`src/rtl/flappy_game_ctrl.sv`:
```
// Game-flow controller: Idle/Play/Dying/Over sequencing, per-pipe collision and pass scoring.
// Optional floor/ceiling death enabled by defining FLAPPY_FALL_DETECT_EN.
module flappy_game_ctrl #(
   parameter int NUM_PIPES    = 2,
   parameter int COORD_W      = 10,
   parameter int SCORE_W      = 16,
   parameter int BIRD_HALF    = 10,
   parameter int PIPE_HALF_W  = 50,
   parameter int GAP_H        = 150,
   parameter int DEATH_CYCLES = 60,
   parameter int Y_MAX        = 479
) (
   input  logic                           Clk,
   input  logic                           Reset,
   input  logic                           Start,
   input  logic                           Ack,
   input  logic [COORD_W-1:0]             XBird,
   input  logic [COORD_W-1:0]             YBird,
   input  logic [NUM_PIPES*COORD_W-1:0]   XPipe,
   input  logic [NUM_PIPES*COORD_W-1:0]   YPipe,
   output logic                           q_Idle,
   output logic                           q_Play,
   output logic                           q_Dying,
   output logic                           q_Over,
   output logic                           collide,
   output logic [SCORE_W-1:0]             score,
   output logic [SCORE_W-1:0]             high_score,
   output logic                           new_high
);
   localparam int EXT_W = COORD_W + 2;
   localparam int CNT_W = (DEATH_CYCLES > 1) ? $clog2(DEATH_CYCLES) : 1;
   localparam int POP_W = $clog2(NUM_PIPES + 1);
   localparam int SUM_W = SCORE_W + POP_W;

   localparam logic [EXT_W-1:0] BH   = EXT_W'(BIRD_HALF);
   localparam logic [EXT_W-1:0] PHW  = EXT_W'(PIPE_HALF_W);
   localparam logic [EXT_W-1:0] GH   = EXT_W'(GAP_H);
   localparam logic [EXT_W-1:0] YMX  = EXT_W'(Y_MAX);
   localparam logic [CNT_W-1:0] CNT_LAST  = CNT_W'(DEATH_CYCLES - 1);
   localparam logic [SUM_W-1:0] SCORE_MAX = SUM_W'({SCORE_W{1'b1}});

`ifdef FLAPPY_FALL_DETECT_EN
   localparam bit FALL_EN = 1'b1;
`else
   localparam bit FALL_EN = 1'b0;
`endif

   // One-hot encoding so each state flag is a flop bit directly
   typedef enum logic [3:0] {
      S_IDLE  = 4'b0001,
      S_PLAY  = 4'b0010,
      S_DYING = 4'b0100,
      S_OVER  = 4'b1000
   } state_t;

   state_t               state_reg;
   logic [CNT_W-1:0]     death_cnt_reg;
   logic [NUM_PIPES-1:0] flag_reg;
   logic [SCORE_W-1:0]   score_reg;
   logic [SCORE_W-1:0]   high_reg;
   logic                 collide_reg;
   logic                 new_high_reg;

   logic [NUM_PIPES-1:0] hit_vec;
   logic [NUM_PIPES-1:0] passed_vec;
   logic [EXT_W-1:0]     xb;
   logic [EXT_W-1:0]     yb;
   logic                 fall_hit;
   logic                 hit_any;
   logic [POP_W-1:0]     new_cnt;
   logic [SUM_W-1:0]     sum;
   logic [SCORE_W-1:0]   score_next;

   assign xb = EXT_W'(XBird);
   assign yb = EXT_W'(YBird);

   generate
      for (genvar gi = 0; gi < NUM_PIPES; gi++) begin : g_pipe
         logic [EXT_W-1:0] xp;
         logic [EXT_W-1:0] yp;
         logic             h_ovl;
         logic             v_miss;
         assign xp     = EXT_W'(XPipe[gi*COORD_W +: COORD_W]);
         assign yp     = EXT_W'(YPipe[gi*COORD_W +: COORD_W]);
         assign h_ovl  = (xb + BH + PHW > xp) && (xb < xp + PHW + BH);
         assign v_miss = (yb < yp + BH) || (yb + BH > yp + GH);
         assign hit_vec[gi]    = h_ovl && v_miss;
         assign passed_vec[gi] = (xb >= xp);
      end
   endgenerate

   assign fall_hit = FALL_EN && ((yb + BH >= YMX) || (yb < BH));
   assign hit_any  = (|hit_vec) || fall_hit;

   // A pass counts only on the cycle the bird first crosses the pipe centre
   always_comb begin
      new_cnt = '0;
      for (int i = 0; i < NUM_PIPES; i++) begin
         new_cnt = new_cnt + POP_W'(passed_vec[i] & ~flag_reg[i]);
      end
      sum        = SUM_W'(score_reg) + SUM_W'(new_cnt);
      score_next = (sum > SCORE_MAX) ? {SCORE_W{1'b1}} : sum[SCORE_W-1:0];
   end

   always_ff @(posedge Clk or posedge Reset) begin
      if (Reset) begin
         state_reg     <= S_IDLE;
         death_cnt_reg <= '0;
         flag_reg      <= '0;
         score_reg     <= '0;
         high_reg      <= '0;
         collide_reg   <= 1'b0;
         new_high_reg  <= 1'b0;
      end else begin
         collide_reg <= 1'b0;
         unique case (state_reg)
            S_IDLE: begin
               score_reg <= '0;
               if (Start) begin
                  state_reg <= S_PLAY;
                  flag_reg  <= passed_vec;
               end
            end
            S_PLAY: begin
               flag_reg <= passed_vec;
               if (hit_any) begin
                  state_reg     <= S_DYING;
                  collide_reg   <= 1'b1;
                  death_cnt_reg <= '0;
               end else begin
                  score_reg <= score_next;
               end
            end
            S_DYING: begin
               if (death_cnt_reg == CNT_LAST) begin
                  state_reg     <= S_OVER;
                  death_cnt_reg <= '0;
                  if (score_reg > high_reg) begin
                     high_reg     <= score_reg;
                     new_high_reg <= 1'b1;
                  end else begin
                     new_high_reg <= 1'b0;
                  end
               end else begin
                  death_cnt_reg <= death_cnt_reg + 1'b1;
               end
            end
            S_OVER: begin
               if (Ack) begin
                  state_reg    <= S_IDLE;
                  new_high_reg <= 1'b0;
                  score_reg    <= '0;
               end
            end
            default: state_reg <= S_IDLE;
         endcase
      end
   end

   assign q_Idle     = state_reg[0];
   assign q_Play     = state_reg[1];
   assign q_Dying    = state_reg[2];
   assign q_Over     = state_reg[3];
   assign collide    = collide_reg;
   assign score      = score_reg;
   assign high_score = high_reg;
   assign new_high   = new_high_reg;
endmodule

```
`config.mk`:
```
export PLATFORM = sky130hd
export DESIGN_NAME = flappy_game_ctrl
export DESIGN_NICKNAME = d
export VERILOG_FILES = /design/src/rtl/flappy_game_ctrl.sv
export SDC_FILE = /design/constraint.sdc
export NUM_CORES = 1
export LEC_CHECK = 0
export CAP_MARGIN = 5
export CELL_PAD_IN_SITES_DETAIL_PLACEMENT = 1
export CELL_PAD_IN_SITES_GLOBAL_PLACEMENT = 2
export CORE_MARGIN = 2
export CORE_UTILIZATION = 35
export CTS_CLUSTER_DIAMETER = 40
export DETAILED_ROUTE_END_ITERATION = 16
export GPL_TIMING_DRIVEN = 0
export PLACE_DENSITY_LB_ADDON = 0.1
export REMOVE_ABC_BUFFERS = 1
export SYNTH_ARGS = -nofsm -noshare
export SYNTH_HDL_FRONTEND = slang
export SYNTH_SLANG_ARGS = --single-unit
export TNS_END_PERCENT = 100
```
`constraint.sdc`:
```
create_clock -name Clk -period 7.87 [get_ports Clk]
set_clock_uncertainty 0.2 [all_clocks]
set_input_delay 1.574 -clock Clk [delete_from_list [all_inputs] [get_ports Clk]]
set_output_delay 1.574 -clock Clk [all_outputs]
set_load 0.05 [all_outputs]
```
==> impl_metrics.toml, run 1 <==
[run_status]
status = "completed"

[placed_design]
portBuffers = 101
dpl_cell_area_um2 = 7090
dp_hpwl_mm = 14.4
gp_congestion = 0.788

[timing]
tightest_slew_ns = 1.08
period_needed_ns = 6.56
setup-tns-final_ns = 0
rsz0062_at_grt = "false"
hold_violations = 0
maxSlewViolCount = 0
relSlewSlack_pct = 28.1
setup_viol = 0
timing.final.crit_share_pct = 83.4
finalHoldWorstSlack_ns = 0.299
timing.fmax_ghz = 0.152

[floorplan]
rows = 47
die_x_um = 133
ioPinCount = 102
initial_core_util_pct = 35.5
dieHeight_um = 133
die_area_um2 = 17700
core_um2 = 16400

[clocking]
cts_buffers = 5
cts_setup_buffers = 0
cts_sinks = 46
cts_hold_buf = 0
cts-htree-levels = 2
cts_buffer_depth = 2
cts_tree = "yes"
cts.repair.resized = 0
clk_pin_slew_ns = 0.06
insertion_delay_ns = 0.29
clockRootBuffer = "clkbuf_16"

[hold_path]
hold_path.class = "flop to flop"

[route]
drtIter0Drc = 204
ant_nets = 0
wl_per_cell_um = 17.4
vias = 5466
wirelength_mm = 17.6
drc = 0
vias_per_cell = 5.39
dr.pass1.iters = 4

[power_and_ir_drop]
pwr-share-comb_pct = 47.2
p_int_uw = 624
swShare_pct = 39.8
power_density_nw_per_um2 = 143
pwr-share-clk_pct = 23.5
p_leak_uw = 0.00341
power.switching_uw = 413
power_uw = 1040
peakVddDrop_mv = 0.150
pwr-share-seq_pct = 29.3

[synthesis]
synth_top_area_cell = "ha_1"
netlist-cell-type-count = 63
muxShareOfSynthArea_pct = 3.93
synth.most_common_cell = "ha_1"
synth-simple-area-share_pct = 16.0
ys.flop_type = "dfrtp_1"
yosys.area_share.adder_pct = 26.1
synth-seq-cells = 46
synthArstFlopShare_pct = 100
synth_area_leaders = "ha_1 26%, dfrtp_1 19%, inv_1 4.7%"
yosysSeqAreaShare_pct = 19.8
synth_xor_area_share_pct = 7.97
synth_top_family_by_area = "adder cells"
yosysTopAreaCellShare_pct = 25.8
synth-edff-count = 0
avgSynthCellArea_um2 = 8.43
synth_compound_area_share_pct = 20.7
synth_commonest_cells = "120 x ha_1, 73 x inv_1, 47 x a21oi_1, 45 x dfrtp_1, 43 x nor2_1"
syn_inst = 691
syn_area_um2 = 5820
yosysWarnings = 0

[worst_setup_path]
path_delay_family = "compound AO/OA/AOI/OAI gates"
required_ns = 7.88
worstSetupPathType = "input pin to flop"
crit_chain = "clkdlybuf4s50_1 > inv_1 > ha_1 > o21bai_1 > a21o_1 > a211oi_1 > o21ai_0 > a21oi_1 > o22ai_1 > ha_1 > ha_1 > fa_1 > nand2_1 > nor4_1 > clkbuf_2 > nand3_1 > nor2_1 > nand2_1 > o21ai_0 > o21ai_0 > a2bb2oi_1"
crit_path_end_kind = "flop"
reg2reg_slack_ns = 4.20
crit_path_max_incr_delay_ns = 0.67
crit_fanout = 10
cp-start-kind = "input pin"
slowest_stage = "nor4_1"
critical_path_buf_inv_count = 3
crit_arrival_ns = 6.57

[finish]
multiInputGateArea_um2 = 4360
final_nets = 978
ff_latch_area_um2 = 1150
diodes = 0
utilization_pct = 44.3
n_fill_cell = 1968
final_area_um2 = 7260
area_delta_synth_final_pct = 24.7
post_route_cells_drive_above_1_share_pct = 2.90

[global_route]
grt_pass1_vias = 5921
grt_max_degree = 28
grt_overflow = 0
antenna_found_initial = 0
grtUsageTotal_pct = 20.5
grt_pass1_wl_mm = 29.8

[run]
drv_cap = 0
[per-layer routing]
metal  routed length (um)  vias to the layer above  GRT usage, %  part of all wire, %
met1                 8140                     2657          25.7                   46
li1                     -                     2721             -                    -
met5                    0                        -             0                    0
met4                  231                        0          4.36                  1.3
met3                  517                       14          2.53                  2.9
met2                 8750                       74          37.4                   50
[final cells by class]
| type | count | area share, % |
|---|---|---|
| clock inverters | 1 | 0.414 |
| inverters | 73 | 3.77 |
| well taps | 220 | 3.79 |
| clock buffers | 7 | 1.83 |
| flip-flops and latches | 46 | 15.9 |
| multi-input cells | 564 | 60.1 |
| repair buffers | 103 | 14.3 |
[placed cells by master, fill, tap and decap left out, types with 7 or more instances in the layout]
cell	instances
a21o_1	18
a21oi_1	47
a31oi_1	7
and3_1	8
clkdlybuf4s50_1	101
dfrtp_1	45
ha_1	120
inv_1	72
mux2i_1	15
nand2_1	37
nand2b_1	8
nand3_1	23
nand4_1	18
nor2_1	43
nor2b_1	9
nor3_1	14
o21a_1	11
o21ai_0	42
o21ai_1	8
o31ai_1	7
xnor2_1	30
xor2_1	23
[worst register-to-register path, stage by stage, from the launching register on]
cell,delay [ns]
dfrtp_1,0.39
nand2b_1,0.15
o22ai_1,0.17
ha_1,0.17
ha_1,0.19
fa_1,0.25
nand2_1,0.13
nor4_1,0.67
clkbuf_2,0.28
nand3_1,0.09
nor2_1,0.17
nand2_1,0.25
o21ai_0,0.15
o21ai_0,0.13
a2bb2oi_1,0.20
[power groups by stage]
stage	logic, uW	clock network, uW	registers [uW]
final	489	244	304
after global routing	547	257	310
after CTS	497	250	304
after detailed placement	492	0	307
after global placement	465	0	303
after floorplan	283	0	334
[final timing paths]
check                                 start                to  cells past startpoint
max                                XBird[2]         score[11]                     21
min                        death_cnt_reg[5]  death_cnt_reg[5]                      1
max reg2reg                     flag_reg[1]         score[11]                     14
min reg2reg                death_cnt_reg[5]  death_cnt_reg[5]                      1
max in group asynchronous             Reset         score[10]                      3
min in group asynchronous             Reset          score[2]                      2
[through the flow]
stage / worst slack [ns] / instances
after floorplan: 2.49 / 683
after global placement: 0.933 / 1004
after detailed placement: 0.780 / 1005
after CTS: 1.05 / 1013
after global routing: 0.809 / 1014
final: 1.31 / 1014
[kinds of logic (layout without fill, tap and decap cells)]
group | Yosys count | after routing
buffers and inverters | 81 | 184
AOI/OAI and AO/OA | 187 | 187
muxes | 22 | 22
adders and majority gates | 121 | 121
DFF | 46 | 46
and+or+nand+nor | 181 | 181
xor gates and xnor gates | 53 | 53
(Power assumes the default switching activity.)
==> run 2, diff against run 1 <==
--- a/config.mk
+++ b/config.mk
@@ -9,7 +9,7 @@
 export CELL_PAD_IN_SITES_DETAIL_PLACEMENT = 1
 export CELL_PAD_IN_SITES_GLOBAL_PLACEMENT = 2
 export CORE_MARGIN = 2
-export CORE_UTILIZATION = 35
+export CORE_UTILIZATION = 29
 export CTS_CLUSTER_DIAMETER = 40
 export DETAILED_ROUTE_END_ITERATION = 16
 export GPL_TIMING_DRIVEN = 0
==> constraint.sdc (replaced) <==
create_clock -name Clk -period 5.75 [get_ports Clk]
set_clock_uncertainty 0.2 [all_clocks]
set_input_delay 1.15 -clock Clk [delete_from_list [all_inputs] [get_ports Clk]]
set_output_delay 1.15 -clock Clk [all_outputs]
set_load 0.05 [all_outputs]
==> run 2 against run 1 <==
Effect of this change: total power is 32% higher; critical path type unchanged; register-to-register slack got worse by 2.2 ns; sequential power rose by 37%; core utilization decreased by 6.6 points; clock-buffer cell count down 2; flip-flop and latch count did not move.
==> impl_metrics.toml, run 2 (same netlist as run 1, synthesis figures left out) <==
[run_status]
status = "completed"

[placed_design]
dpl_worst_slack_ns = -0.937
dp_hpwl_mm = 14.9
gp_congestion = 0.825
dpl_cell_area_um2 = 7150
portBuffers = 101

[timing]
timing.final.crit_share_pct = 95.6
relSlewSlack_pct = 28.5
finalHoldWorstSlack_ns = 0.290
timing.fmax_ghz = 0.182
maxSlewViolCount = 0
timing.final.ws_setup_ns = 0.250
tightest_slew_ns = 1.07
setup-tns-final_ns = 0
hold_violations = 0
setup_viol = 0
period_needed_ns = 5.50

[route]
wl_per_cell_um = 17.4
drc = 0
drtIter0Drc = 206
vias = 5462
dr.pass1.iters = 4
wirelength_mm = 18.5
vias_per_cell = 5.14
ant_nets = 0

[clocking]
cts_sinks = 46
insertion_delay_ns = 0.29
clk_pin_slew_ns = 0.06
cts_buffer_depth = 2
cts_buffers = 5
clockRootBuffer = "clkbuf_16"
cts_hold_buf = 0
cts_tree = "yes"
cts-htree-levels = 2

[worst_setup_path]
r2r-start = "score[1]"
crit_path_end_kind = "flop"
worstSetupPathType = "input pin to flop"
r2r-end = "high_score[0]"
crit_fanout = 5
reg2reg_depth = 9
reg2reg_slack_ns = 2.05
required_ns = 5.70
crit_arrival_ns = 5.45
cp-start-kind = "input pin"

[finish]
final_nets = 982
n_fill_cell = 2300
layout_commonest_cell = "ha_1"
area_delta_synth_final_pct = 26.8
final_area_um2 = 7380
final_cell_mix = "120 x ha_1, 100 x clkdlybuf4s50_1, 72 x inv_1"
post_route_cells_drive_above_1_share_pct = 4.64
diodes = 0

[power_and_ir_drop]
peakVddDrop_mv = 0.139
p_leak_uw = 0.00347
power_density_nw_per_um2 = 186

[hold_path]
hold_path.class = "flop to flop"
hold_path.startpoint = "death_cnt_reg[5]"
hold_depth = 1
min_to = "death_cnt_reg[5]"

[floorplan]
die_area_um2 = 21200
ioPinCount = 102
rows = 51
core_um2 = 19600
initial_core_util_pct = 29.7
die_x_um = 146
dieHeight_um = 146

[run]
drv_cap = 0

[global_route]
grt_pass1_vias = 5952
grtUsageTotal_pct = 17.2
grt_max_degree = 39
grt_overflow = 0
grt_pass1_wl_mm = 30.5
antenna_found_initial = 0
## run 2: through the flow
| step | total power (uW) | utilization (%) | instances |
|---|---|---|---|
| floorplan | 844 | - | 683 |
| global placement | 1060 | 36.4 | 1049 |
| detailed placement | 1090 | 36.5 | 1050 |
| CTS | 1390 | 37.3 | 1057 |
| global route | 1480 | 37.7 | 1062 |
| finish | 1370 | 37.7 | 1062 |
## run 2: layout make-up
| class | instances | area, um^2 | share of cell area (%) |
|---|---|---|---|
| inverters | 73 | 274 | 3.71 |
| clock inverters | 2 | 10.0 | 0.136 |
| well taps | 265 | 332 | 4.49 |
| flip-flops and latches | 46 | 1150 | 15.6 |
| multi-input cells | 564 | 4420 | 59.9 |
| clock buffers | 5 | 125 | 1.69 |
| repair buffers | 107 | 1070 | 14.5 |
## run 2: what timing repair did
action	4_1_cts	5_1_grt
gates resized for setup	3	10
endpoints found under the setup margin	16	16
endpoints found under the hold margin	0	0
pin swaps	1	3
setup buffers	0	5
## run 2: metal layers
layer  wire length, um  vias to the layer above  part of all wire, %  global-route usage, %
li1                  -                     2726                    -                      -
met1              8860                     2632                   48                   22.9
met2              8900                       91                   48                   30.1
met3               541                       13                  2.9                   2.29
met4               165                        0                 0.89                   3.14
met5                 0                        -                    0                      0
## run 2: worst max-delay path by stage
stage / slack, ns / to / cells after the start / start
after global routing: -0.07 / score[14] / 21 / XBird[0]
after detailed placement: -0.94 / score[2] / 19 / XBird[2]
final: 0.25 / score[14] / 21 / XBird[0]
after CTS: 0.01 / score[1] / 17 / YPipe[1]
after global placement: -0.81 / score[8] / 19 / XBird[2]
after floorplan: 0.79 / score[11] / 21 / XBird[0]
## run 2: worst max-delay path, cell delays in order
cell             delay (ns)
clkdlybuf4s50_1        0.45
inv_1                  0.05
ha_1                   0.30
nand2b_1               0.14
a21oi_1                0.14
o21bai_1               0.08
a21o_1                 0.19
a211oi_2               0.24
o21ai_0                0.14
a21oi_1                0.21
o22ai_1                0.15
ha_1                   0.30
ha_1                   0.19
fa_2                   0.25
nand2_1                0.14
nor4_4                 0.39
buf_4                  0.17
nand4_1                0.23
buf_4                  0.23
o31ai_1                0.19
a2bb2oi_1              0.10
## run 2: power breakdown
part / switching, uW / total (uW) / internal [uW] / leakage (uW)
combinational: 389 / 675 / 285 / 0.00277
clock: 125 / 282 / 157 / 0.0000694
sequential: 50.0 / 416 / 366 / 0.000630
total: 564 / 1370 / 808 / 0.00347
==> run 3, diff against run 2 <==
--- a/config.mk
+++ b/config.mk
@@ -5,6 +5,7 @@
 export SDC_FILE = /design/constraint.sdc
 export NUM_CORES = 1
 export LEC_CHECK = 0
+export ABC_CLOCK_PERIOD_IN_PS = 5750
 export CAP_MARGIN = 5
 export CELL_PAD_IN_SITES_DETAIL_PLACEMENT = 1
 export CELL_PAD_IN_SITES_GLOBAL_PLACEMENT = 2
==> results of run 3 <==
Same layout as run 2: the final DEF is identical, and so are final timing and power.
